File: src/rtl/meter_timer_pkg.sv
// Shared state encodings and parameter defaults for the parking meter timer.
// Also used by the display block.
package meter_timer_pkg;

   typedef enum logic [1:0] {
      ST_IDLE    = 2'b00,
      ST_PAID    = 2'b01,
      ST_EXPIRED = 2'b10,
      ST_ILLEGAL = 2'b11
   } meter_state_t;

   localparam int DEF_DEB_CYCLES = 1000000;
   localparam int DEF_MAX_TIME   = 9999;
   localparam int DEF_COIN_A     = 60;
   localparam int DEF_COIN_B     = 300;

endpackage

File: src/rtl/meter_timer_parked_debounce.sv
// Two-flop synchronizer plus debouncer for the asynchronous parked level.
// stable follows raw after DEB_CYCLES consecutive differing synchronized cycles; no backpressure.
module parked_debounce #(
   parameter int DEB_CYCLES = 1000000
) (
   input  logic clk,
   input  logic rst_n,
   input  logic raw,
   output logic stable
);

   localparam int CW = (DEB_CYCLES < 2) ? 1 : $clog2(DEB_CYCLES + 1);

   logic          sync1;
   logic          sync2;
   logic [CW-1:0] cnt;

   always_ff @(posedge clk) begin
      if (!rst_n) begin
         sync1  <= 1'b0;
         sync2  <= 1'b0;
         cnt    <= '0;
         stable <= 1'b0;
      end else begin
         sync1 <= raw;
         sync2 <= sync1;
         // Any cycle where the synchronized level agrees with stable restarts the count.
         if (sync2 != stable) begin
            if (cnt == CW'(DEB_CYCLES - 1)) begin
               stable <= sync2;
               cnt    <= '0;
            end else begin
               cnt <= cnt + 1'b1;
            end
         end else begin
            cnt <= '0;
         end
      end
   end

endmodule

File: src/rtl/meter_timer.sv
// Parking meter: coin credit, 1 Hz countdown and occupancy FSM; coin/tick visible one edge later.
// No backpressure: every coin and tick pulse is consumed in the cycle it arrives.
module meter_timer
   import meter_timer_pkg::*;
#(
   parameter int DEB_CYCLES = DEF_DEB_CYCLES,
   parameter int MAX_TIME   = DEF_MAX_TIME,
   parameter int COIN_A     = DEF_COIN_A,
   parameter int COIN_B     = DEF_COIN_B
) (
   input  logic        clk,
   input  logic        rst_n,
   input  logic        parked,
   input  logic        tick_1hz,
   input  logic        coin_a,
   input  logic        coin_b,
   output logic [13:0] time_left,
   output logic [1:0]  state,
   output logic        occupied,
   output logic        expired,
   output logic        blink
);

   meter_state_t state_q;
   meter_state_t st_next;
   logic [13:0]  tl_next;
   logic         blink_next;
   logic         dec;
   logic [15:0]  credit;
   logic [15:0]  sum;
   logic [15:0]  sat;

   parked_debounce #(.DEB_CYCLES(DEB_CYCLES)) u_deb (
      .clk    (clk),
      .rst_n  (rst_n),
      .raw    (parked),
      .stable (occupied)
   );

   // Arithmetic is carried at 16 bits so the pre-saturation sum cannot wrap.
   always_comb begin
      dec    = (state_q == ST_PAID) && tick_1hz && (time_left != 14'd0);
      credit = (coin_a ? 16'(COIN_A) : 16'd0) + (coin_b ? 16'(COIN_B) : 16'd0);
      sum    = {2'b00, time_left} - {15'd0, dec} + credit;
      sat    = (sum > 16'(MAX_TIME)) ? 16'(MAX_TIME) : sum;
   end

   always_comb begin
      st_next = state_q;
      tl_next = sat[13:0];
      case (state_q)
         ST_IDLE: begin
            // Level rather than edge, so an occupied car is picked up even after illegal-state recovery.
            if (occupied)
               st_next = (sat != 16'd0) ? ST_PAID : ST_EXPIRED;
         end
         ST_PAID: begin
            if (!occupied) begin
               st_next = ST_IDLE;
               tl_next = 14'd0;
            end else if (dec && sat == 16'd0) begin
               st_next = ST_EXPIRED;
            end
         end
         ST_EXPIRED: begin
            if (!occupied) begin
               st_next = ST_IDLE;
               tl_next = 14'd0;
            end else if (sat != 16'd0) begin
               st_next = ST_PAID;
            end
         end
         default: begin
            st_next = ST_IDLE;
            tl_next = 14'd0;
         end
      endcase
   end

   always_comb begin
      blink_next = 1'b0;
      if (st_next == ST_EXPIRED)
         blink_next = (state_q == ST_EXPIRED && tick_1hz) ? ~blink : blink;
   end

   always_ff @(posedge clk) begin
      if (!rst_n) begin
         state_q   <= ST_IDLE;
         time_left <= 14'd0;
         expired   <= 1'b0;
         blink     <= 1'b0;
      end else begin
         state_q   <= st_next;
         time_left <= tl_next;
         expired   <= (st_next == ST_EXPIRED);
         blink     <= blink_next;
      end
   end

   assign state = state_q;

endmodule
File: config.mk
export PLATFORM = sky130hd
export DESIGN_NAME = meter_timer
export DESIGN_NICKNAME = d
export VERILOG_FILES = /design/src/rtl/meter_timer_pkg.sv /design/src/rtl/meter_timer_parked_debounce.sv /design/src/rtl/meter_timer.sv
export SDC_FILE = /design/constraint.sdc
export NUM_CORES = 1
export LEC_CHECK = 0
export BUFFER_PORTS_ARGS = -buffer_cell sky130_fd_sc_hd__buf_2
export CORE_ASPECT_RATIO = 2
export CORE_UTILIZATION = 54
export CTS_CLUSTER_DIAMETER = 50
export CTS_CLUSTER_SIZE = 10
export DETAILED_ROUTE_END_ITERATION = 8
export PLACE_DENSITY = 0.76
export RECOVER_POWER = 100
export SKIP_LAST_GASP = 1
export SLEW_MARGIN = 20
export SYNTH_ARGS = -nofsm -noshare
export SYNTH_HDL_FRONTEND = slang
export SYNTH_SLANG_ARGS = --single-unit
export TNS_END_PERCENT = 100
File: constraint.sdc
create_clock -name clk -period 4.2 [get_ports clk]
set_clock_uncertainty 0.1 [all_clocks]
set_input_delay 0 -clock clk [delete_from_list [all_inputs] [get_ports clk]]
set_output_delay 0 -clock clk [all_outputs]
set_load 0.02 [all_outputs]
==> impl_results.md <==
- Run status: finished, violations left
- Violated checks: setup timing
- Final setup vio count: 15
- Clk pwr share: 0.254
- Die Y: ~100 µm
- Worst-Skew Late Latency: roughly 0.3 ns
- Grt ovf: 0
- Crit Reg-Reg Endpoint: time_left[7]
- Delay-heaviest family, CP: simple AND/OR/NAND/NOR gates
- Placed cells: 443
- Critical path depth: 20
- Power, Total: 1.286 mW
- Hold slack final: between 0.015 and 0.02 ns
- Routability cong.: between 0.9 and 1
- CP peak stage delay: between 0.3 and 0.4 ns
- Syn nets: 359
- CTS Root Cell: clkbuf_8
- Total net switching power: approximately 460 µW
- Reg2reg path depth: 20
- Starting Density: 0.5612
- Cells after synthesis: ~340
- Worst Hold Path Cells: 4
- Async SR Flop Fraction: 0
- Ports: 25
- Crit path buf inv count: 4
- Register area share after synthesis: 0.3006
- Fmax: roughly 230 MHz
- Final Cell Area: 0.003626 mm²
- Vias in the first global route: ~2700
- Vias/cell: roughly 6.1
- PwrDens: between 300 and 400 mW/mm²
- Global-route wire length before repair: about 12 mm
- Slowest CP cell: nor3_1
- Sequential Power Share: 0.339
- Worst hold path type: in -> reg
- Layout area overhead: 32.81%
- Crit-path cells: nor4_4 -> and3_4 -> a21oi_4 -> ha_4 -> ha_4 -> buf_4 -> nand3b_1 -> nor2_1 -> xor2_1 -> ha_1 -> and4_1 -> nor3_1 -> buf_4 -> nor3_2 -> and4b_1 -> a221o_1 -> buf_6 -> a31oi_4 -> buf_6 -> a211oi_2
- Post-synth top flop: dfxtp_1
- Syn Area/Cell: ~8.1 µm²
- WL/cell: around 18 µm
- Worst-margin pin slew: 0.7665 ns
- Final slew viol count: 0
- Final setup TNS: -0.8054 ns
- Initial DRC Count: approximately 50
- Combinational Power Share: 0.407
- Die width: 52.28 µm
- Critical path origin: time_left[3]
- Initial antenna violation count: 0
- FP Rows: 36
- Clock transition at path regs: around 0.08 ns
- TritonCTS Buffers: 5
- GR Util All Layers: 0.2958
- GR Util met2: 0.5686
- Crit end category: flop
- Final Cycle Share: 1.024
- Synth unique cells: a little over 60
- DRC: 0
- Post-synth EDFFs: 0
- Core area: slightly below 0.005 mm²
- Clk sink count: 41
- Final worst setup slack: -0.1008 ns
- Synth Warn #: 0
- DP Area: about 0.0032 mm²
- ANT cells: 0
- Period minus WS final: between 4 and 5 ns
- Post-Syn Area: approximately 0.0027 mm²
- Leak: 1.481 nW
- CP Launch Type: flop
- DP Wirelength: 5.802 mm
- Critical R2R Launch: time_left[3]
- Remaining antenna violation count after routing: 0
- Worst Path Max Fanout: 5
- Hold endpoint: blink
- Via count: between 2000 and 3000
- H-Tree Depth: 2
- Switch share: 0.3588
- Internal power: just over 800 µW
- Layout cells sized above 1: 0.2723
- Crit path DAT: 4.38 ns
- GRT met3 Usage: 0.04130
- GRT busiest layer: met2
- Die outline area: between 0.005 and 0.006 mm²
- Setup CP Type: reg -> reg
- Synthesized flop and latch total: slightly above 40
- Fillers: between 300 and 400
- Largest net degree at the start of global routing: 21
- Hold Fails Final Rpt: 0
- Post-layout util: 0.7454
- Finished Layout Cells: roughly 460
- Max_cap viols: 0
- Max_slew headroom: 0.4874
- Unrepaired setup endpoints after global routing: true
- # nets final: ~430
- M1 GR Usage: 0.2397
- DR pass1 iterations: 4
- Flop-to-flop setup slack: -0.10 ns
- CTS tree: done
- # port buffers: 24
- Hold path startpoint: tick_1hz
- Critical Path RT: 4.27 ns
- Max VDD drop: ~0.00032 V
- Clock Path Buffers: 2
- Routed WL: approximately 8.1 mm
- Post-place setup slack: -0.03369 ns
## placed cells by master (no fill, tap or decap), types with 6 or more instances in the layout
cell and n:
clkbuf_8 6, inv_1 13, and3_1 7, buf_2 18
and2_1 7, a21oi_1 10, nand3_1 16, o21ai_0 9
dfxtp_1 39, buf_4 35, o21ai_1 6, ha_1 13
clkbuf_1 9, xor2_1 19, nor2_1 38, nand2_1 26
xnor2_1 12
## power by group through the flow
| stage | sequential [mW] | combinational [mW] | clock (mW) |
|---|---|---|---|
| 5_1_grt | 0.438 | 0.561 | 0.348 |
| 3_5_place_dp | 0.444 | 0.440 | 0 |
| 4_1_cts | 0.435 | 0.454 | 0.333 |
| 6_report | 0.436 | 0.523 | 0.327 |
| 3_3_place_gp | 0.443 | 0.431 | 0 |
| 2_1_floorplan | 0.479 | 0.246 | 0 |
## worst register-to-register path: cells and delay by family (launching register included)
kind | cells | cell delay, ns
and+or+nand+nor | 8 | 1.61
adders and majority gates | 3 | 0.69
buffers and inverters | 4 | 0.68
AOI/OAI and AO/OA | 4 | 0.62
DFF | 1 | 0.34
xor gates and xnor gates | 1 | 0.14
## sequential cells by signal, summed over array words and instances (netlist names)
register	cells
u_deb.stable	1
u_deb.cnt	20
state	2
u_deb.sync1	1
time_left	14
blink	1
u_deb.sync2	1
expired	1
## layout make-up
cell class                 instances  area, µm²  share of cell area
sequential                        41      823.3              0.2271
tap                               57      71.32             0.01967
multi-input combinational        272       2085              0.5749
clock buffer                       7      86.33             0.02381
clock inverter                     1      30.03            0.008282
timing repair buffer              69      478.0              0.1318
inverter                          14      52.55             0.01449
## metal layers
metal | vias up | wire length [µm]
met5 | - | 0
met1 | 1332 | 2752
li1 | 1344 | -
met3 | 43 | 323
met4 | 0 | 636
met2 | 102 | 4387
## cells by family after synthesis
kind of cell,Yosys count,share of synthesized area
DFF,41,0.3006
xor gates and xnor gates,34,0.1091
adders and majority gates,17,0.08066
AOI/OAI and AO/OA,75,0.1907
muxes,2,0.007791
buffers and inverters,23,0.03254
and+or+nand+nor,144,0.2787
## timing repair
| item | CTS | global route |
|---|---|---|
| hold buffers | 3 | 0 |
| gates resized for setup | 4 | 44 |
| setup buffers | 2 | 6 |
| pin swaps | 3 | 30 |
| hold endpoints to repair | 3 | 0 |
| setup endpoints to repair | 8 | 17 |
## cell usage after synthesis, types with 3 or more instances
library cell  count  share of area
clkbuf_1          7         0.0096
xor2_1           20          0.064
nor4_1            5          0.011
nor2_1           38          0.052
dfxtp_1          41           0.30
nand4_1           3         0.0069
or4_1             3         0.0082
and3_1            8          0.018
xnor2_1          14          0.045
o22ai_1           5          0.011
inv_1            14          0.019
o211ai_1          3         0.0082
nor3_1           10          0.018
a21o_1            3         0.0082
nor2b_1           7          0.016
ha_1             16          0.073
o21ai_0          12          0.022
nand2_1          27          0.037
a211oi_1          6          0.016
a21oi_1          14          0.026
o21ai_1           3         0.0055
and2_1            7          0.016
nand3_1          16          0.029
a31oi_1           3         0.0069
or3_1             3         0.0069
## how the worst max path moves through the flow
stage / endpoint
3_3_place_gp: time_left[7]
3_5_place_dp: time_left[12]
2_1_floorplan: state[0]
5_1_grt: state[0]
6_report: time_left[7]
4_1_cts: state[0]
(Power assumes the default switching activity.)
